==> src/rtl/alu_pkg.sv <==
// Shared definitions for the ALU issue stage: ALU op encodings, RV32I opcodes and the issue packet.
package alu_pkg;

    typedef enum logic [3:0] {
        ALU_ADD  = 4'b0000,
        ALU_SUB  = 4'b0001,
        ALU_AND  = 4'b0010,
        ALU_OR   = 4'b0011,
        ALU_XOR  = 4'b0100,
        ALU_SLT  = 4'b0101,
        ALU_SRL  = 4'b0110,
        ALU_SLL  = 4'b0111,
        ALU_SRA  = 4'b1000,
        ALU_SLTU = 4'b1001
    } alu_op_e;

    localparam logic [6:0] OPC_OP     = 7'b0110011;
    localparam logic [6:0] OPC_OP_IMM = 7'b0010011;
    localparam logic [6:0] OPC_LUI    = 7'b0110111;
    localparam logic [6:0] OPC_AUIPC  = 7'b0010111;
    localparam logic [6:0] OPC_LOAD   = 7'b0000011;
    localparam logic [6:0] OPC_STORE  = 7'b0100011;
    localparam logic [6:0] OPC_BRANCH = 7'b1100011;
    localparam logic [6:0] OPC_JAL    = 7'b1101111;
    localparam logic [6:0] OPC_JALR   = 7'b1100111;

    // Operands are carried next to this struct because their width is a module parameter.
    typedef struct packed {
        alu_op_e    alu_ctrl;
        logic [4:0] rd;
        logic       illegal;
    } issue_pkt_t;

    function automatic alu_op_e funct3_to_op(input logic [2:0] funct3, input logic alt);
        case (funct3)
            3'b000:  return alt ? ALU_SUB : ALU_ADD;
            3'b001:  return ALU_SLL;
            3'b010:  return ALU_SLT;
            3'b011:  return ALU_SLTU;
            3'b100:  return ALU_XOR;
            3'b101:  return alt ? ALU_SRA : ALU_SRL;
            3'b110:  return ALU_OR;
            default: return ALU_AND;
        endcase
    endfunction

endpackage

==> src/rtl/alu_decode.sv <==
// Combinational RV32I decode: instruction, pc and forwarded operands into ALU operands and issue packet.
module alu_decode
    import alu_pkg::*;
#(
    parameter int WIDTH = 32
) (
    input  logic [31:0]      instr,
    input  logic [WIDTH-1:0] pc,
    input  logic [WIDTH-1:0] rs1_data,
    input  logic [WIDTH-1:0] rs2_data,
    output logic [WIDTH-1:0] op_a,
    output logic [WIDTH-1:0] op_b,
    output issue_pkt_t       pkt
);

    logic [2:0]       funct3;
    logic [6:0]       funct7;
    logic             op_funct7_ok;
    logic [WIDTH-1:0] imm_i;
    logic [WIDTH-1:0] imm_s;
    logic [WIDTH-1:0] imm_u;
    logic [WIDTH-1:0] shamt;

    assign funct3 = instr[14:12];
    assign funct7 = instr[31:25];
    assign op_funct7_ok = (funct7 == 7'b0000000) ||
                          ((funct7 == 7'b0100000) && ((funct3 == 3'b000) || (funct3 == 3'b101)));

    assign imm_i = WIDTH'($signed(instr[31:20]));
    assign imm_s = WIDTH'($signed({instr[31:25], instr[11:7]}));
    assign imm_u = WIDTH'($signed({instr[31:12], 12'b0}));
    assign shamt = WIDTH'(instr[24:20]);

    always_comb begin
        op_a         = '0;
        op_b         = '0;
        pkt.alu_ctrl = ALU_ADD;
        pkt.rd       = instr[11:7];
        pkt.illegal  = 1'b0;
        case (instr[6:0])
            OPC_OP: begin
                if (op_funct7_ok) begin
                    op_a         = rs1_data;
                    op_b         = rs2_data;
                    pkt.alu_ctrl = funct3_to_op(funct3, instr[30]);
                end else begin
                    pkt.illegal = 1'b1;
                end
            end
            OPC_OP_IMM: begin
                op_a         = rs1_data;
                op_b         = ((funct3 == 3'b001) || (funct3 == 3'b101)) ? shamt : imm_i;
                pkt.alu_ctrl = funct3_to_op(funct3, (funct3 == 3'b101) && instr[30]);
            end
            OPC_LUI: begin
                op_b = imm_u;
            end
            OPC_AUIPC: begin
                op_a = pc;
                op_b = imm_u;
            end
            OPC_LOAD, OPC_JALR: begin
                op_a = rs1_data;
                op_b = imm_i;
            end
            OPC_STORE: begin
                op_a = rs1_data;
                op_b = imm_s;
            end
            OPC_JAL: begin
                op_a = pc;
                op_b = WIDTH'(3'd4);
            end
            OPC_BRANCH: begin
                // BEQ/BNE compare by subtraction, signed and unsigned relations by set-less-than.
                if ((funct3 == 3'b010) || (funct3 == 3'b011)) begin
                    pkt.illegal = 1'b1;
                end else begin
                    op_a = rs1_data;
                    op_b = rs2_data;
                    if (!funct3[2]) begin
                        pkt.alu_ctrl = ALU_SUB;
                    end else if (!funct3[1]) begin
                        pkt.alu_ctrl = ALU_SLT;
                    end else begin
                        pkt.alu_ctrl = ALU_SLTU;
                    end
                end
            end
            default: begin
                pkt.illegal = 1'b1;
            end
        endcase
    end

endmodule

==> src/rtl/alu_issue.sv <==
// Issue register between decode and the ALU; ALU_ISSUE_SKID_EN selects a two-entry skid buffer
// with registered in_ready, otherwise a single output register with combinational in_ready.
module alu_issue
    import alu_pkg::*;
#(
    parameter int WIDTH = 32
) (
    input  logic             clk,
    input  logic             rst,
    input  logic             in_valid,
    output logic             in_ready,
    input  logic [31:0]      instr,
    input  logic [WIDTH-1:0] pc,
    input  logic [WIDTH-1:0] rs1_data,
    input  logic [WIDTH-1:0] rs2_data,
    input  logic             flush,
    output logic             out_valid,
    input  logic             out_ready,
    output logic [WIDTH-1:0] op_a,
    output logic [WIDTH-1:0] op_b,
    output logic [3:0]       alu_ctrl,
    output logic [4:0]       rd,
    output logic             illegal
);

    logic [WIDTH-1:0] dec_op_a;
    logic [WIDTH-1:0] dec_op_b;
    issue_pkt_t       dec_pkt;

    alu_decode #(.WIDTH(WIDTH)) u_decode (
        .instr    (instr),
        .pc       (pc),
        .rs1_data (rs1_data),
        .rs2_data (rs2_data),
        .op_a     (dec_op_a),
        .op_b     (dec_op_b),
        .pkt      (dec_pkt)
    );

    logic             head_vld_q, head_vld_d;
    logic [WIDTH-1:0] head_a_q, head_a_d;
    logic [WIDTH-1:0] head_b_q, head_b_d;
    issue_pkt_t       head_pkt_q, head_pkt_d;
    logic             push;
    logic             pop;

    assign pop = head_vld_q && out_ready;

`ifdef ALU_ISSUE_SKID_EN
    logic             tail_vld_q, tail_vld_d;
    logic [WIDTH-1:0] tail_a_q, tail_a_d;
    logic [WIDTH-1:0] tail_b_q, tail_b_d;
    issue_pkt_t       tail_pkt_q, tail_pkt_d;
    logic             in_ready_q, in_ready_d;

    assign in_ready = in_ready_q;
    assign push     = in_valid && in_ready_q;

    always_comb begin
        head_vld_d = head_vld_q;
        head_a_d   = head_a_q;
        head_b_d   = head_b_q;
        head_pkt_d = head_pkt_q;
        tail_vld_d = tail_vld_q;
        tail_a_d   = tail_a_q;
        tail_b_d   = tail_b_q;
        tail_pkt_d = tail_pkt_q;
        if (flush) begin
            head_vld_d = 1'b0;
            tail_vld_d = 1'b0;
        end else begin
            if (pop) begin
                head_vld_d = tail_vld_q;
                head_a_d   = tail_a_q;
                head_b_d   = tail_b_q;
                head_pkt_d = tail_pkt_q;
                tail_vld_d = 1'b0;
            end
            // A new entry fills the head if it is free after the drain, else the tail.
            if (push) begin
                if (!head_vld_d) begin
                    head_vld_d = 1'b1;
                    head_a_d   = dec_op_a;
                    head_b_d   = dec_op_b;
                    head_pkt_d = dec_pkt;
                end else begin
                    tail_vld_d = 1'b1;
                    tail_a_d   = dec_op_a;
                    tail_b_d   = dec_op_b;
                    tail_pkt_d = dec_pkt;
                end
            end
        end
        in_ready_d = !(head_vld_d && tail_vld_d);
    end

    always_ff @(posedge clk or posedge rst) begin
        if (rst) begin
            head_vld_q <= 1'b0;
            head_a_q   <= '0;
            head_b_q   <= '0;
            head_pkt_q <= '0;
            tail_vld_q <= 1'b0;
            tail_a_q   <= '0;
            tail_b_q   <= '0;
            tail_pkt_q <= '0;
            in_ready_q <= 1'b0;
        end else begin
            head_vld_q <= head_vld_d;
            head_a_q   <= head_a_d;
            head_b_q   <= head_b_d;
            head_pkt_q <= head_pkt_d;
            tail_vld_q <= tail_vld_d;
            tail_a_q   <= tail_a_d;
            tail_b_q   <= tail_b_d;
            tail_pkt_q <= tail_pkt_d;
            in_ready_q <= in_ready_d;
        end
    end
`else
    assign in_ready = !rst && (!head_vld_q || out_ready);
    assign push     = in_valid && in_ready;

    always_comb begin
        head_vld_d = head_vld_q;
        head_a_d   = head_a_q;
        head_b_d   = head_b_q;
        head_pkt_d = head_pkt_q;
        if (flush) begin
            head_vld_d = 1'b0;
        end else if (push) begin
            head_vld_d = 1'b1;
            head_a_d   = dec_op_a;
            head_b_d   = dec_op_b;
            head_pkt_d = dec_pkt;
        end else if (pop) begin
            head_vld_d = 1'b0;
        end
    end

    always_ff @(posedge clk or posedge rst) begin
        if (rst) begin
            head_vld_q <= 1'b0;
            head_a_q   <= '0;
            head_b_q   <= '0;
            head_pkt_q <= '0;
        end else begin
            head_vld_q <= head_vld_d;
            head_a_q   <= head_a_d;
            head_b_q   <= head_b_d;
            head_pkt_q <= head_pkt_d;
        end
    end
`endif

    assign out_valid = head_vld_q;
    assign op_a      = head_a_q;
    assign op_b      = head_b_q;
    assign alu_ctrl  = head_pkt_q.alu_ctrl;
    assign rd        = head_pkt_q.rd;
    assign illegal   = head_pkt_q.illegal;

endmodule

==> config.mk <==
export PLATFORM = sky130hd
export DESIGN_NAME = alu_issue
export DESIGN_NICKNAME = d
export VERILOG_FILES = /design/src/rtl/alu_pkg.sv /design/src/rtl/alu_decode.sv /design/src/rtl/alu_issue.sv
export SDC_FILE = /design/constraint.sdc
export NUM_CORES = 1
export LEC_CHECK = 0
export CAP_MARGIN = 20
export CORE_MARGIN = 2
export CORE_UTILIZATION = 38
export CTS_CLUSTER_DIAMETER = 150
export DETAILED_ROUTE_END_ITERATION = 10
export GPL_TIMING_DRIVEN = 0
export PLACE_DENSITY = 0.84
export SETUP_SLACK_MARGIN = 0.2
export SLEW_MARGIN = 40
export SYNTH_ARGS = -nofsm -noshare
export SYNTH_HDL_FRONTEND = slang
export SYNTH_SLANG_ARGS = --single-unit
==> constraint.sdc <==
create_clock -name clk -period 3.1 [get_ports clk]
set_clock_uncertainty 0.2 [all_clocks]
set_input_delay 0.31 -clock clk [delete_from_list [all_inputs] [get_ports clk]]
set_output_delay 0.31 -clock clk [all_outputs]
set_load 0.01 [all_outputs]
Word level (Yosys, flattened, before mapping) --
Index checks and enable logic that the tools add are counted.
Storage, ports and cells: bits in registers 75, input port bits 133, output and inout bits 76, logic and storage cells 68
Operators by class: eq/ne operators 16, muxes and demuxes 24, bitwise operators 1, reduce and logical (&&, ||, !) cells 21
Operators by type and width (count):
- one-hot mux 32 bit (7 select lines) | 1
- two-way mux 32 bit | 5
- one-hot mux 32 bit (4 select lines) | 1
- one-hot mux 4 bit (7 select lines) | 2
- == test 7 x 6 -> 1 bit, second input constant | 4
- two-way mux 4 bit | 6
- == test 7 bit, second input constant | 3
- == test 7 x 5 -> 1 bit, second input constant | 2
- one-hot mux 4 bit (3 select lines) | 1
- == test 3 bit, second input constant | 3
- == test 7 x 2 -> 1 bit, second input constant | 1
- logical NOT 7 bit | 1
- two-way mux 1 bit | 7
- OR reduction 7 bit | 1
- == test 3 x 2 -> 1 bit, second input constant | 2
- OR reduction 2 bit | 3
- logical AND 1 bit | 5
- logical OR 1 bit | 5
- OR reduction 4 bit | 1
- == test 3 x 1 -> 1 bit, second input constant | 1
- logical NOT 3 bit | 1
- one-hot mux 1 bit (3 select lines) | 1
- nonzero test 3 bit | 1
- logical NOT 1 bit | 2
- other kinds (2) | 2

Depth between registers and ports, before layout --
depth in word-level cells 6, depth in mapped cells 8, gate-level depth less buffers 5

Modules after synthesis --
Synthesis repeated with hierarchy kept, for this count alone.
Unflattened totals: cells, all modules 325, area, all modules 4040.1 µm²
Modules (own cells, without submodules):
- alu_issue | instances 1, cells an instance 163, area an instance 2840.2 µm², sequential area each 1876.8 µm²
- alu_decode | instances 1, cells an instance 162, area an instance 1199.9 µm², sequential area each 0.0 µm²

Least setup slack after synthesis --
OpenSTA, ideal clock, no wires.
path type register to register, from reg head_vld_q (netlist: out_valid), to reg head_a_q[0] (netlist: op_a[0]), library setup time 0.066 ns, arrival 1.986 ns, data required time 2.834 ns, path slack 0.847 ns, cell stages (with the launch flop) 8, path through dfrtp_1 > nor2b_1 > nor2_1 > nand3b_1 > clkbuf_1 > nor3_1 > clkbuf_1 > a221o_1
On the way: cells in the longest elaborated chain, start to end 5
Ends and longest elaborated chain:
- start, declared | RTL line alu_issue.sv:40 | logic head_vld_q, head_vld_d;
- start signal, assigned | RTL line alu_issue.sv:148 | head_vld_q <= head_vld_d;
- logical NOT 1 bit | RTL line alu_issue.sv:121 | assign in_ready = !rst && (!head_vld_q || out_ready);
- logical OR 1 bit | RTL line alu_issue.sv:121
- logical AND 1 bit | RTL line alu_issue.sv:121
- net in_ready | RTL line alu_issue.sv:11 | output logic in_ready,
- logical AND 1 bit | RTL line alu_issue.sv:122 | assign push = in_valid && in_ready;
- AND reduction 2 bit (no source line)
- end signal, assigned | RTL line alu_issue.sv:144 | head_a_q <= '0;
- end signal, assigned | RTL line alu_issue.sv:149 | head_a_q <= head_a_d;
- end, declared | RTL line alu_issue.sv:41 | logic [WIDTH-1:0] head_a_q, head_a_d;
The timed path passes the listed nets, and every way through them passes these cells. A chain may end at the register's enable or synchronous reset.

Final worst setup path --
from in instr[6], to reg head_b_q[18] (netlist: op_b[18])
On the way: cells in the longest elaborated chain, start to end 3, elaborated cells on any way between the ends 12, those cells by class eq/ne (9); mux (1); reduce/logical (2)
Ends and longest elaborated chain:
- start, declared | RTL line alu_issue.sv:12 | input logic [31:0] instr,
- == test 7 x 2 -> 1 bit (tied with other cells) | RTL line alu_decode.sv:40 | case (instr[6:0])
- OR reduction 2 bit
- one-hot mux 32 bit (7 select lines) * | RTL line alu_decode.sv:40
- end signal, assigned | RTL line alu_issue.sv:145 | head_b_q <= '0;
- end signal, assigned | RTL line alu_issue.sv:150 | head_b_q <= head_b_d;
- end, declared | RTL line alu_issue.sv:42 | logic [WIDTH-1:0] head_b_q, head_b_d;
Mark *: on every way between the ends. The rest lies on a longest branch, timed or not.

==> results summary <==
The run finished with clean final reports. After Yosys synthesis, full adders, half adders and majority gates account for 0% of the synthesized area. Among all flip-flop cells after synthesis, the most frequent one is sky130_fd_sc_hd__dfrtp_1. The number of flops mapped to enable cells by yosys is 0. The highest attainable clock frequency is 365 MHz. The areal power density over the cells came out at 342 nW/um^2. The clock tree from TritonCTS is built. The largest individual stage delay along the critical path comes from the cell sky130_fd_sc_hd__clkdlybuf4s50_1. The worst-skew pair later-pin latency came out at 0.34 ns.

The post-route DRC violation count is 0. The effective utilization at floorplan is 38.5%. The remaining max-slew budget at the tightest pin came out at 48.9%. The pin count of the biggest net entering global routing is 47.

The combined area of the multi-input logic cells is 1880 sq um. The fill cell total of the finished layout is 848. The number of buffer cells added on primary ports came out at 207.

The estimated wirelength of the detail-placed design is 10400 um. In this run, the number of DRC markers left after iteration 0 of detailed routing was 270. The worst hold path belongs to the class input port to async pin. The critical path goes through clkdlybuf4s50_1 -> clkbuf_1 -> nand4b_1 -> nand2_1 -> a31oi_1 -> nor2_1 -> clkbuf_1 -> a221o_1. The detailed-route via count came out at 3969.

The number of placed cells counting well taps is 716. Cells fill 63.2% of the core in the end. The clock period minus worst slack is 2.74 ns. The commonest cells after synthesis are 75 x sky130_fd_sc_hd__dfrtp_1, 62 x sky130_fd_sc_hd__a221o_1, 62 x sky130_fd_sc_hd__and2_1. The library cell with the largest summed area after synthesis is sky130_fd_sc_hd__dfrtp_1. The number of buffers added to fix hold violations after cts is 0. The worst IR drop on VDD is 182 uV. The number of nets in the synthesized netlist came out at 504.

The die footprint came out at 11100 sq um. The number of top-level design ports came out at 209. The post-synthesis mux area share came out at 0%. The worst setup path is of the input port to register kind.

In this run the worst path has a maximum fanout of 10. The area share of the largest cell type after synthesis came out at 48.1%. The async set-or-reset flop fraction in the synthesized netlist came out at 100%. After Yosys synthesis, and, or, nand and nor cells account for 20.7% of the synthesized area. The worst-margin pin slew came out at 0.760 ns.

Once detail routing completed, the nets flagged for antenna violations numbered 0. Among all cell types in the netlist, the one instantiated most often is sky130_fd_sc_hd__dfrtp_1. Setup repair after global routing could not meet its margin everywhere. The post-synthesis instance total is 371. STA classifies the critical path endpoint as a register. The final standard cell count with taps included and fillers excluded came out at 733.

The horizontal die dimension came out at 105 um. The via-per-instance ratio came out at 5.41. The root buffer cell chosen for the clock tree is sky130_fd_sc_hd__clkbuf_8. In this run the critical register-to-register path is launched from out_valid.

The dominant combinational cell family by area after synthesis is compound AO/OA/AOI/OAI gates. The count of endpoints failing setup in the final report came out at 0. The total number of H-tree levels came out at 3. Counting flops and latches in the post-synthesis netlist gives 75. Data on the critical path is required at its endpoint by 3.18 ns.

The period utilization came out at 88.4%. The layout cell share with drive strength beyond 1 is 6.20%. The core area is 10100 sq um. After clock tree synthesis, the clock-pin slew on the worst setup and hold paths is 0.09 ns. For this run, the post-layout net count is 725. The area added between synthesis and finish is 64.1%. The startpoint of the worst setup timing path is instr[6]. The number of distinct library cells after synthesis came out at 44. Max-cap violations in this run came to 0. The wire length of the first global-routing pass came out at 21600 um. The leakage power came out at 2.87 nW. The final hold violation count was 0. The per-cell routed wire length came out at 18.6 um.

Together, buffers and inverters on the worst path number 3. In this design, the critical path's most frequently occurring cell is sky130_fd_sc_hd__clkbuf_1. The Yosys warning count is 0. In this run the deepest clock path goes through 2 buffers. The routability-driven placement congestion ratio is 0.864. The synthesized-area fraction occupied by ao, oa, aoi and oai cells came out at 27.0%. The clock sink count came out at 75. Of the total synthesized cell area, the portion taken by XOR and XNOR cells is 0.224%. The peak per-stage delay on the critical path is 0.51 ns. The register area is 1880 sq um.

The initial antenna violation count came out at 0. The total overflow left after global routing is 0. The first-pass iteration count of the detailed router came out at 4. The number of antenna cells inserted came out at 0. The combined global-route utilization of all metal layers is 24.6%.

STA classifies the critical path startpoint as an input port. The mapped cell area came out at 3900 sq um. Sorting the synthesized cells by area gives the leading types as sky130_fd_sc_hd__dfrtp_1 48%, sky130_fd_sc_hd__a221o_1 16%, sky130_fd_sc_hd__and2_1 9.9%. The number of CTS-inserted buffers came out at 9. After detailed routing, the total wire length is 13600 um. The kind of cell with the highest combined delay on the critical path is buffers and inverters.

The final count of pins violating max slew came to 0. The worst path arrival time came out at 2.82 ns. From bottom edge to top edge, the die measures 105 um.

The share of the Yosys chip area taken by registers is 48.1%. After floorplanning, the core was divided into 37 placement rows. The number of global-route vias before repair is 4139. The post-synthesis average cell area is 10.5 sq um.
kinds of logic after synthesis:
logic type | Yosys count
buffers and inverters | 34
AND/OR/NAND/NOR | 142
XOR/XNOR | 1
flip-flops | 75
AO/OA/AOI/OAI | 119
worst register-to-register path, delay by kind of cell, from the launching register on:
kind | cells | cell delay [ns]
AOI/OAI and AO/OA | 1 | 0.27
buffers and inverters | 2 | 0.57
DFF | 1 | 0.38
and+or+nand+nor | 4 | 1.22
timing repair:
action | CTS | global route
gates resized for setup | 1 | 4
setup buffers | 0 | 1
pin swaps | 0 | 1
gates cloned | 0 | 0
setup endpoints to repair | 21 | 46
endpoints found under the hold margin | 0 | 0
power breakdown:
part / internal [W] / total, W / switching, W
Combinational: 0.000234 / 0.000389 / 0.000156
Sequential: 0.00100 / 0.00102 / 0.0000130
Clock: 0.000397 / 0.000786 / 0.000389
Total: 0.00163 / 0.00219 / 0.000557
registers in the layout, indices dropped and copies added, names as in the netlist:
signal	cells
rd	5
op_b	32
op_a	32
out_valid	1
alu_ctrl	4
illegal	1
through the flow:
step           worst slack, ns  setup TNS, ns  power [W]  area, sq um  hold slack [ns]
2_1_floorplan            0.680              0    0.00115         3910            0.215
3_3_place_gp            -0.626         -50.90    0.00141         6150            0.262
3_5_place_dp            -0.191          -6.11    0.00142         6190            0.263
4_1_cts                  0.240              0    0.00221         6400            0.191
5_1_grt                  0.137              0    0.00229         6410            0.209
6_report                 0.359              0    0.00219         6410            0.188
routing by layer:
metal	track usage [%]	vias to the layer above	routed length, um
li1	-	1851	-
met1	30.8	1922	5620
met2	42.2	180	6740
met3	6.06	16	1060
met4	7.14	0	209
met5	0	-	0
final timing paths:
check | to | slack (ns) | cells after the start
worst max-delay path | op_b[18] | 0.36 | 8
worst min-delay path | op_a[30] | 0.19 | 2
worst max register to register | op_b[7] | 0.40 | 7
worst min register to register | rd[2] | 0.28 | 2
max in group asynchronous | op_b[14] | 1.98 | 3
min in group clk | rd[2] | 0.28 | 2
cells in the final DEF, fill, tap and decap left out, types with 2 or more instances in the layout:
cell type                           n
sky130_fd_sc_hd__or3_1              2
sky130_fd_sc_hd__nor3_1             4
sky130_fd_sc_hd__nand2_1           31
sky130_fd_sc_hd__clkbuf_1          21
sky130_fd_sc_hd__o22ai_1            2
sky130_fd_sc_hd__a21o_1            19
sky130_fd_sc_hd__clkbuf_2           2
sky130_fd_sc_hd__o31ai_1            2
sky130_fd_sc_hd__inv_1              2
sky130_fd_sc_hd__clkdlybuf4s50_1  207
sky130_fd_sc_hd__a221oi_1           2
sky130_fd_sc_hd__clkbuf_8          10
sky130_fd_sc_hd__nor3_2             2
sky130_fd_sc_hd__clkinv_4           2
sky130_fd_sc_hd__nand2b_1           6
sky130_fd_sc_hd__a22o_1             5
sky130_fd_sc_hd__dfrtp_1           75
sky130_fd_sc_hd__a31oi_1            2
sky130_fd_sc_hd__o21ai_1            4
sky130_fd_sc_hd__buf_2              7
sky130_fd_sc_hd__nor2_1            12
sky130_fd_sc_hd__o21ai_0            6
sky130_fd_sc_hd__and2_1            62
sky130_fd_sc_hd__a211oi_1           2
sky130_fd_sc_hd__and3_1             2
sky130_fd_sc_hd__nand3_1            5
sky130_fd_sc_hd__a21oi_1            3
sky130_fd_sc_hd__a221o_1           62
sky130_fd_sc_hd__a32oi_1            2
sky130_fd_sc_hd__buf_6              3
sky130_fd_sc_hd__o211ai_1           2
sky130_fd_sc_hd__nor2b_1            7
sky130_fd_sc_hd__clkinvlp_4         2
cell type report:
type                       instances  area share, %
timing repair buffer             210           32.9
multi-input combinational        262           29.4
sequential                        75           29.3
tap                              136           2.65
buffer                            31           2.32
clock buffer                      11           2.21
clock inverter                     5          0.976
inverter                           3          0.254
No activity file was read; power rests on OpenSTA's default activity.
